**src/rtl/ru_mem_arbiter.sv**
```systemverilog
// ---------------------------------------------------------------------------
// ru_mem_arbiter
//
// Shares one single-port unified RAM between the instruction fetch port
// (read-only) and the load/store data port (read/write). One access is in
// flight at a time and walks IDLE -> ACCESS -> RESP -> IDLE. The data port
// wins arbitration unless fetch has already lost STARVE_MAX times in a row.
// RAM address/write data come from registers latched at grant, so they stay
// stable while the RAM reports busy. Read data and acks are registered.
//
// Ports
//   clk, rst              clock; synchronous active-high reset
//   i_req/i_addr          fetch request (level) and byte address
//   i_rdata/i_ack         fetch read data, valid with the one-cycle i_ack
//   d_ren/d_wen           data read / write request (level); both = write
//   d_addr/d_wdata        data byte address and write value
//   d_rdata/d_ack         data read value (pre-write value on a write),
//                         valid with the one-cycle d_ack
//   ram_wen/ram_addr/ram_wdata   RAM write enable, address, write data
//   ram_rdata/ram_busy    RAM combinational read data and busy flag
//   gnt_d                 current/last owner: 1 = data, 0 = fetch
// ---------------------------------------------------------------------------
module ru_mem_arbiter #(
   parameter int ADDR_W     = 32,
   parameter int DATA_W     = 32,
   parameter int STARVE_MAX = 4
) (
   input  logic              clk,
   input  logic              rst,
   input  logic              i_req,
   input  logic [ADDR_W-1:0] i_addr,
   output logic [DATA_W-1:0] i_rdata,
   output logic              i_ack,
   input  logic              d_ren,
   input  logic              d_wen,
   input  logic [ADDR_W-1:0] d_addr,
   input  logic [DATA_W-1:0] d_wdata,
   output logic [DATA_W-1:0] d_rdata,
   output logic              d_ack,
   output logic              ram_wen,
   output logic [ADDR_W-1:0] ram_addr,
   output logic [DATA_W-1:0] ram_wdata,
   input  logic [DATA_W-1:0] ram_rdata,
   input  logic              ram_busy,
   output logic              gnt_d
);

   localparam int CNT_W = $clog2(STARVE_MAX + 1);
   localparam logic [CNT_W-1:0] CNT_MAX = CNT_W'(STARVE_MAX);
   localparam logic [CNT_W-1:0] CNT_ONE = {{(CNT_W-1){1'b0}}, 1'b1};

   typedef enum logic [1:0] {
      IDLE   = 2'd0,
      ACCESS = 2'd1,
      RESP   = 2'd2
   } state_t;

   state_t           state;
   state_t           state_nxt;
   logic [CNT_W-1:0] starve_cnt;
   logic [CNT_W-1:0] starve_cnt_nxt;
   logic             wr_flag;
   logic             d_req;
   logic             grant_d;
   logic             grant_i;
   logic             complete;

   assign d_req = d_ren | d_wen;

   // The write strobe is gated by rst so an access aborted by reset never lands.
   assign ram_wen = (state == ACCESS) & wr_flag & gnt_d & ~rst;

   // State register and starvation counter.
   always_ff @(posedge clk) begin
      if (rst) begin
         state      <= IDLE;
         starve_cnt <= {CNT_W{1'b0}};
      end else begin
         state      <= state_nxt;
         starve_cnt <= starve_cnt_nxt;
      end
   end

   // Arbitration, next-state and starvation-counter update.
   always_comb begin
      state_nxt      = state;
      starve_cnt_nxt = starve_cnt;
      grant_d        = 1'b0;
      grant_i        = 1'b0;
      complete       = 1'b0;
      case (state)
         IDLE: begin
            // Data wins unless fetch is waiting and has lost STARVE_MAX times.
            if (d_req && ((starve_cnt < CNT_MAX) || !i_req)) begin
               grant_d   = 1'b1;
               state_nxt = ACCESS;
            end else if (i_req) begin
               grant_i   = 1'b1;
               state_nxt = ACCESS;
            end else begin
               state_nxt = IDLE;
            end
            // Count only losses suffered while fetch is actually waiting.
            if (!i_req || grant_i) begin
               starve_cnt_nxt = {CNT_W{1'b0}};
            end else if (grant_d && (starve_cnt < CNT_MAX)) begin
               starve_cnt_nxt = starve_cnt + CNT_ONE;
            end else begin
               starve_cnt_nxt = starve_cnt;
            end
         end
         ACCESS: begin
            if (!ram_busy) begin
               complete  = 1'b1;
               state_nxt = RESP;
            end else begin
               state_nxt = ACCESS;
            end
         end
         RESP: begin
            state_nxt = IDLE;
         end
         default: begin
            state_nxt = IDLE;
         end
      endcase
   end

   // Grant latches, read-data capture and ack pulses.
   always_ff @(posedge clk) begin
      if (rst) begin
         gnt_d     <= 1'b0;
         wr_flag   <= 1'b0;
         ram_addr  <= {ADDR_W{1'b0}};
         ram_wdata <= {DATA_W{1'b0}};
         i_rdata   <= {DATA_W{1'b0}};
         d_rdata   <= {DATA_W{1'b0}};
         i_ack     <= 1'b0;
         d_ack     <= 1'b0;
      end else begin
         i_ack <= 1'b0;
         d_ack <= 1'b0;
         if (grant_d) begin
            gnt_d     <= 1'b1;
            wr_flag   <= d_wen;
            ram_addr  <= d_addr;
            ram_wdata <= d_wdata;
         end else if (grant_i) begin
            gnt_d    <= 1'b0;
            wr_flag  <= 1'b0;
            ram_addr <= i_addr;
         end
         // The ack lands in RESP; the non-owner's rdata is left untouched.
         if (complete) begin
            if (gnt_d) begin
               d_rdata <= ram_rdata;
               d_ack   <= 1'b1;
            end else begin
               i_rdata <= ram_rdata;
               i_ack   <= 1'b1;
            end
         end
      end
   end

endmodule

```
**config.mk**
```make
export PLATFORM = sky130hd
export DESIGN_NAME = ru_mem_arbiter
export DESIGN_NICKNAME = d
export VERILOG_FILES = /design/src/rtl/ru_mem_arbiter.sv
export SDC_FILE = /design/constraint.sdc
export NUM_CORES = 1
export LEC_CHECK = 0
export ABC_AREA = 1
export BUFFER_PORTS_ARGS = -buffer_cell sky130_fd_sc_hd__buf_2
export CAP_MARGIN = 20
export CORE_UTILIZATION = 25
export DETAILED_ROUTE_END_ITERATION = 16
export HOLD_SLACK_MARGIN = 0.06
export PLACE_DENSITY = 0.58
export SLEW_MARGIN = 0
export SYNTH_ARGS = -nofsm -noshare
export SYNTH_HDL_FRONTEND = slang
export SYNTH_SLANG_ARGS = --single-unit
```
**constraint.sdc**
```tcl
create_clock -name clk -period 2.2 [get_ports clk]
set_input_delay 0.44 -clock clk [delete_from_list [all_inputs] [get_ports clk]]
set_output_delay 0.44 -clock clk [all_outputs]
set_load 0.005 [all_outputs]
```
==> impl_summary.md, run 1 <==
Power and ir drop
The worst-case vdd ir drop is 0.460 mV. In this run the power density over the cells is 876 nW/um^2. After layout, the design draws a total of 0.00689 W.

Summed over all nets, the switching power comes to 0.00199 W. Combinational logic is responsible for 17.2% of the overall power. The clock share of power is 42.3%.

The share of total power in sequential cells is 40.5%. The analysis attributes to cell leakage a power of 4.13 nW. The cell internal power dissipation is 0.00490 W. In this run switching power makes up 28.8% of total power.

Clock network
The quantity of hold-fixing buffers added after cts is 0. The clock tree buffer depth is 2. TritonCTS built the clock tree. The register clock-pin slew on the reported worst setup and hold paths is 0.06 ns. The clock net sink count is 137. The root cell of the clock tree is sky130_fd_sc_hd__clkbuf_16. The post-CTS setup-driven buffer insertion count is 0.

For the worst-skew pair, the clock arrives at the later sink with an insertion delay of 0.41 ns. The post-CTS resize count is 0. Buffers inserted during clock tree synthesis total 17.

The number of levels in the clock H-tree is 4.

Critical path
By startpoint and endpoint, the worst setup path is classified as flop to output port. The most critical setup path has its startpoint at state[0]$_SDFF_PP0_. The slowest stage of the critical path is the sky130_fd_sc_hd__dfxtp_1 cell.

STA puts the critical path data required time at 1.76 ns. The largest single stage delay on the critical path is 0.38 ns. STA classifies the critical path endpoint as an output port. For flop-to-flop paths, the worst setup slack is 0.41 ns. The end point of the critical path is ram_wen. Counting cells, the worst reg-to-reg path comes to 6. Data arrives at the worst endpoint at 1.43 ns. The element type at the critical path start is a flop.

Traced cell by cell, the critical path runs through inv_2, nor2_2, inv_1, nor3_1, buf_2. The endpoint identified for the worst register-to-register timing path is ram_addr[21]$_SDFFE_PP0P_. The largest driver fanout on the critical path is 3. The startpoint of the most critical register-to-register path is state[0]$_SDFF_PP0_.

Timing
The worst path uses 85.2% of the clock period. The minimum period implied by the final worst setup slack is 1.87 ns. Across the routed clock network, the largest skew measured is 0.0106 ns. The transition time of the tightest slew-check pin is 0.570 ns.

The final hold violation count is 0. Setup repair after global routing left no endpoint under its margin. Hold is met by 0.268 ns. The setup-violating endpoint count in the final report is 0.

Derived from the worst setup path, the maximum achievable clock frequency is 0.533 GHz. The relative slew slack is 61.9%. The count of pins over their slew limit is 0. The aggregate negative setup slack is 0 ns.

Synthesis
The share of synthesized area in the top cell type comes to 47.3%. Sequential elements use 47.3% of the synthesized area. The gate count after technology mapping is 814. Yosys printed 0 warnings. The synthesis-stage register bit count is 137. The mean area per synthesized cell is 7.12 um^2.

The number of different library cells used by synthesis comes to 23. Of all cell types, the one taking the most synthesized area is sky130_fd_sc_hd__dfxtp_1. The net count of the mapped netlist is 949. By area the synthesized netlist is led by sky130_fd_sc_hd__dfxtp_1 47%, sky130_fd_sc_hd__nand2_1 11%, sky130_fd_sc_hd__nor2_1 8.6%. The cell area after synthesis is 5790 um^2.

Floorplanning
The region available for standard cell placement spans 22700 um^2. The height of the die is 154 um. 266 I/O pins were placed. The standard-cell row count is 55.

For this configuration, the core starts out at a cell density of 25.5%. The overall die area is 23800 um^2. The width of the chip is 154 um.

Drt
The number of optimization iterations in the first detailed-route pass is 4. After detailed routing, the number of vias per cell comes to 4.30. The total wire length is 18000 um. The via count is 5832. Dividing the detail-routed wire length by the instance count gives 13.3 um. The remaining routing DRC violations is 0.

The DRC violation total after the first TritonRoute iteration is 319. The remaining antenna violation count is 0.

Hold path
The startpoint of the worst hold path is ram_busy. The worst hold path belongs to the class primary input to flop.

Global route
The number of antenna violations at the first check in global routing is 2. The final global-route overflow total is 0. The global-route usage over all layers is 15.1%. The wire length of the first global-routing pass is 28300 um. The largest net degree at the start of global routing is 100. The number of global-route vias before repair is 5367.

Place
Routability-driven placement finished with a final weighted congestion of 0.754. The number of placed instances, taps included, is 1323. The cell area after placement is 7260 um^2. The HPWL after detailed placement is 12600 um. The count of buffers added on input and output ports is 265.

Finish
The final net count is 1192. The finished cells cover 7870 um^2. The final instance count without filler cells is 1356. From synthesis to final layout, the design area changed by 35.8%.

The share of post-route cells with drive strength above 1 is 30.5%.

Status
The flow ran to the end, and the final reports show no timing, DRC or antenna violations.

Flow run
The count of maximum capacitance violations is 0.
-- worst min-delay path by stage --
stage,end,slack [ns],depth (start not counted)
after CTS,state[1]$_SDFF_PP0_,0.25,2
after detailed placement,ram_wdata[11]$_SDFFE_PP0P_,0.45,2
after global routing,state[1]$_SDFF_PP0_,0.25,2
after floorplan,starve_cnt[1]$_SDFFE_PP0P_,0.45,2
after global placement,ram_wdata[15]$_SDFFE_PP0P_,0.45,2
final,state[1]$_SDFF_PP0_,0.27,2
-- flip-flops by register name, indices dropped and copies added, names as in the netlist --
| name | count |
|---|---|
| d_rdata | 32 |
| i_rdata | 32 |
| i_ack | 1 |
| state | 2 |
| d_ack | 1 |
| starve_cnt | 3 |
| wr_flag | 1 |
| gnt_d | 1 |
| ram_addr | 32 |
| ram_wdata | 32 |
-- cell families (layout without fill, tap and decap cells) --
| kind of cell | count (synthesis) | count (layout) | synth area share [%] |
|---|---|---|---|
| and+or+nand+nor | 408 | 408 | 30.5 |
| buffers and inverters | 165 | 421 | 13.1 |
| DFF | 137 | 137 | 47.3 |
| AOI/OAI and AO/OA | 103 | 103 | 8.90 |
| adders and majority gates | 1 | 1 | 0.216 |
| other | 0 | 1 | 0 |
-- power by group through the flow --
stage / clock, W / combinational, W / sequential, W
2_1_floorplan: 0 / 0.000715 / 0.00286
3_3_place_gp: 0 / 0.00119 / 0.00284
3_5_place_dp: 0 / 0.00120 / 0.00285
4_1_cts: 0.00301 / 0.00120 / 0.00279
5_1_grt: 0.00313 / 0.00135 / 0.00282
6_report: 0.00291 / 0.00119 / 0.00279
-- critical path, delay by kind of cell, from the launching register on --
kind,cells,cell delay [ns]
flops,1,0.38
buf+inv,3,0.29
simple gates,2,0.35
-- layout by cell type (no fill, tap or decap), types with 3 or more instances in the layout --
cell / count
sky130_fd_sc_hd__clkinv_1: 14
sky130_fd_sc_hd__inv_1: 90
sky130_fd_sc_hd__inv_6: 5
sky130_fd_sc_hd__nand3_1: 67
sky130_fd_sc_hd__a21oi_1: 36
sky130_fd_sc_hd__inv_2: 6
sky130_fd_sc_hd__nand4_1: 34
sky130_fd_sc_hd__buf_2: 265
sky130_fd_sc_hd__o21ai_0: 67
sky130_fd_sc_hd__clkbuf_16: 17
sky130_fd_sc_hd__buf_4: 12
sky130_fd_sc_hd__clkinvlp_4: 5
sky130_fd_sc_hd__nand3_2: 3
sky130_fd_sc_hd__nand2_1: 164
sky130_fd_sc_hd__dfxtp_1: 137
sky130_fd_sc_hd__nor2_1: 132
-- Yosys cell counts, drive strengths merged --
| library cell | count |
|---|---|
| nand3 | 70 |
| clkinv | 14 |
| buf | 34 |
| dfxtp | 137 |
| nand4 | 34 |
| o21ai | 67 |
| inv | 96 |
| nor2 | 134 |
| nor3 | 2 |
| nand2 | 168 |
| clkbuf | 21 |
| ha | 1 |
| a21oi | 36 |
-- area by class of cell --
cell class | count | area [um^2]
Tap cell | 285 | 357
Clock buffer | 18 | 439
Multi-Input combinational cell | 512 | 2290
Fill cell | 2514 | 14800
Sequential cell | 137 | 2740
Timing Repair Buffer | 279 | 1460
Antenna cell | 1 | 2.50
Inverter | 110 | 413
Clock inverter | 14 | 161
-- per-stage QoR --
| stage | setup slack, ns | util [%] |
|---|---|---|
| after floorplan | 0.770 | - |
| after global placement | 0.439 | 32.0 |
| after detailed placement | 0.414 | 32.0 |
| after global routing | 0.143 | 34.6 |
| final | 0.325 | 34.6 |
| after CTS | 0.264 | 34.6 |
-- routing by layer --
layer / GRT usage, % / up-vias / wire length [um]
met3: 4.34 / 24 / 1090
met4: 6.33 / 2 / 452
met1: 18.2 / 2597 / 7930
met2: 25.3 / 171 / 8550
li1: - / 3038 / -
met5: 0 / - / 12
(Power assumes the default switching activity.)
==> run 2: changes to the inputs <==
--- a/config.mk
+++ b/config.mk
@@ -8,10 +8,10 @@
 export ABC_AREA = 1
 export BUFFER_PORTS_ARGS = -buffer_cell sky130_fd_sc_hd__buf_2
 export CAP_MARGIN = 20
-export CORE_UTILIZATION = 25
+export CORE_UTILIZATION = 40
 export DETAILED_ROUTE_END_ITERATION = 16
 export HOLD_SLACK_MARGIN = 0.06
-export PLACE_DENSITY = 0.58
+export PLACE_DENSITY = 0.8
 export SLEW_MARGIN = 0
 export SYNTH_ARGS = -nofsm -noshare
 export SYNTH_HDL_FRONTEND = slang
==> run 2 against run 1 <==
Net effect:
- setup slack improved by 0.022 ns
- fmax rose by 1.2%
- first-iteration DRC count rose by 32%
- power fell by 4.1%
- combinational power fell by 3%
- final cell count fell by 8.0%
- utilization rose by 20 points
- die area fell by 37%
- count of clock-buffer cells in the layout did not move
- via count rose by 0.93%
- critical path type unchanged
- largest cell class unchanged
==> impl_summary.md, run 2 (synthesis gave the netlist of run 1 again) <==
Drt
The number of optimization iterations in the first detailed-route pass came to 4 (unchanged). The vias per cell was 4.72 (+9.7%). The via count is 5886 (+0.93%). The remaining antenna violation count is 0 (unchanged).

The remaining routing DRC violations is 0 (unchanged). The DRC violation total after the first TritonRoute iteration is 422 (+32%). The average wire length per cell after detail routing is 12.9 um (-3.2%). The total wire length was 16100 um (-11%).

Finish
The top cell types in the final layout, fill and taps aside, are 265 x sky130_fd_sc_hd__buf_2, 164 x sky130_fd_sc_hd__nand2_1, 137 x sky130_fd_sc_hd__dfxtp_1. The total inserted antenna cells is 0 (-1). The final net count is 1190 (-0.17%). The area added between synthesis and finish is 32.7%. The share of post-route cells with drive strength above 1 is 30.2% (-0.22 points). The final instance count without filler cells was 1248 (-8.0%). Leaving out fill and tap cells, the most frequent cell in the layout is sky130_fd_sc_hd__buf_2.

Critical path
The arrival time at the worst endpoint is 1.41 ns (-0.02 ns). The largest driver fanout on the critical path is 3 (unchanged). The required time reported for the critical path endpoint was 1.76 ns (about the same). The worst register-to-register path begins at state[0]$_SDFF_PP0_. The cell depth of the worst flop-to-flop path was 6 (unchanged). By startpoint and endpoint, the worst setup path is classified as flop to output port. The endpoint class of the critical path is an output port. The worst register-to-register path ends at ram_addr[16]$_SDFFE_PP0P_. The element type at the critical path start is a flop. The register-to-register path setup slack came to 0.42 ns (about the same).

Hold path
The kind of path behind the tightest hold check is primary input to flop. The cell count of the worst hold path is 2 (unchanged). The path with the worst hold slack has its endpoint at state[1]$_SDFF_PP0_. The startpoint of the worst hold path is ram_busy.

Clock network
The number of buffers added by the clock tree synthesis step is 17 (unchanged). The number of levels in the clock H-tree is 4 (unchanged). The tree is rooted in a sky130_fd_sc_hd__clkbuf_16. The clock net sink count is 137 (unchanged). The quantity of hold-fixing buffers added after cts is 0 (unchanged).

The clock tree buffer depth came to 2 (unchanged). The TritonCTS clock tree is built. The source-to-sink clock delay at the later pin of the worst-skew pair is 0.42 ns (about the same). The post-CTS resize count came to 0 (unchanged).

The post-CTS setup-driven buffer insertion count is 0 (unchanged). The register clock-pin slew on the reported worst setup and hold paths is 0.06 ns (about the same).

Global route
The largest net degree at the start of global routing came to 100 (unchanged). The wire length of the first global-routing pass is 24700 um (-13%). The number of antenna violations at the first check in global routing was 0 (-2).

The number of global-route vias before repair is 5234 (-2.5%). The global-route usage over all layers is 21.1% (+6.0 points). The final global-route overflow total was 0 (unchanged).

Floorplanning
The height of the die is 122 um (-21%). The effective utilization at floorplan is 41.4% (+16 points). The overall die area is 15000 um^2 (-37%). The top-level I/O count was 266 (unchanged). The standard-cell row count was 43 (-22%). The width of the chip is 122 um (-21%).

The area of the core is 14000 um^2 (-38%).

Timing
The worst hold margin was 0.219 ns (-0.0486 ns). The setup-violating endpoint count in the final report is 0 (unchanged). The aggregate negative setup slack came to 0 ns (unchanged). The count of pins over their slew limit is 0 (unchanged). Setup repair after global routing left no endpoint under its margin.

The transition time of the tightest slew-check pin came to 0.538 ns (-0.0320 ns). The share of the clock period used by the worst path after layout is 84.2% (-1.0 points). The worst clock skew came to 0.0120 ns (+0.00144 ns). The minimum period implied by the final worst setup slack came to 1.85 ns (-0.0223 ns).

The final hold violation count is 0 (unchanged). The relative slew slack is 64.0% (+2.1 points). The highest achievable clock rate is 0.540 GHz (+1.2%).

Power and ir drop
The static leakage is 4.10 nW (-0.74%). The worst-case vdd ir drop was 0.463 mV (+0.60%). The power density over the cells is 859 nW/um^2 (-1.9%).

Place
The number of cells after detailed placement was 1216 (-8.1%). The final HPWL from detailed placement is 11100 um (-12%). The number of buffers inserted by port buffering is 265 (unchanged). The last weighted congestion value of the routability-driven placer came to 0.809 (+7.3%).

Flow run
The count of maximum capacitance violations is 0 (unchanged).

Status
The run finished with clean final reports.
[run 2: per-stage QoR]
step / setup WS [ns] / util [%] / instance area (um^2) / power [W]
after floorplan: 0.770 / - / 5790 / 0.00358
after global placement: 0.466 / 51.0 / 7130 / 0.00398
after detailed placement: 0.433 / 51.0 / 7130 / 0.00400
after CTS: 0.320 / 54.9 / 7690 / 0.00666
after global routing: 0.178 / 54.9 / 7690 / 0.00694
final: 0.348 / 54.9 / 7690 / 0.00660
[run 2: critical path, cell delays in order (launching register included)]
cell,delay [ns]
sky130_fd_sc_hd__dfxtp_1,0.38
sky130_fd_sc_hd__inv_2,0.05
sky130_fd_sc_hd__nor2_2,0.16
sky130_fd_sc_hd__inv_1,0.09
sky130_fd_sc_hd__nor3_1,0.15
sky130_fd_sc_hd__buf_2,0.17
[run 2: area by class of cell]
class | instances | area (um^2)
flip-flops and latches | 137 | 2740
clock buffers | 18 | 429
fillers | 1386 | 6300
well taps | 180 | 225
inverters | 110 | 413
repair buffers | 277 | 1450
clock inverters | 14 | 129
multi-input cells | 512 | 2290
[run 2: worst max-delay path by stage]
stage / slack [ns] / startpoint / to / depth (start not counted)
floorplan: 0.77 / rst / ram_wen / 4
global placement: 0.47 / state[0]$_SDFF_PP0_ / ram_addr[1]$_SDFFE_PP0P_ / 6
detailed placement: 0.43 / state[0]$_SDFF_PP0_ / ram_addr[1]$_SDFFE_PP0P_ / 6
CTS: 0.32 / state[0]$_SDFF_PP0_ / ram_wen / 5
global route: 0.18 / state[0]$_SDFF_PP0_ / ram_wen / 5
finish: 0.35 / state[0]$_SDFF_PP0_ / ram_wen / 5
[run 2: per-layer routing]
layer | share of wire, % | vias up | track usage, %
met2 | 48 | 227 | 35.3
met4 | 3.3 | 0 | 11.2
met5 | 0 | - | 0
li1 | - | 3033 | -
met1 | 40 | 2589 | 23.7
met3 | 7.9 | 37 | 7.11
[run 2: power by group]
part           total (W)  switching, W  internal, W
Sequential       0.00280      0.000104      0.00269
Clock            0.00266       0.00110      0.00155
Combinational    0.00115      0.000673     0.000480
Total            0.00660       0.00188      0.00472
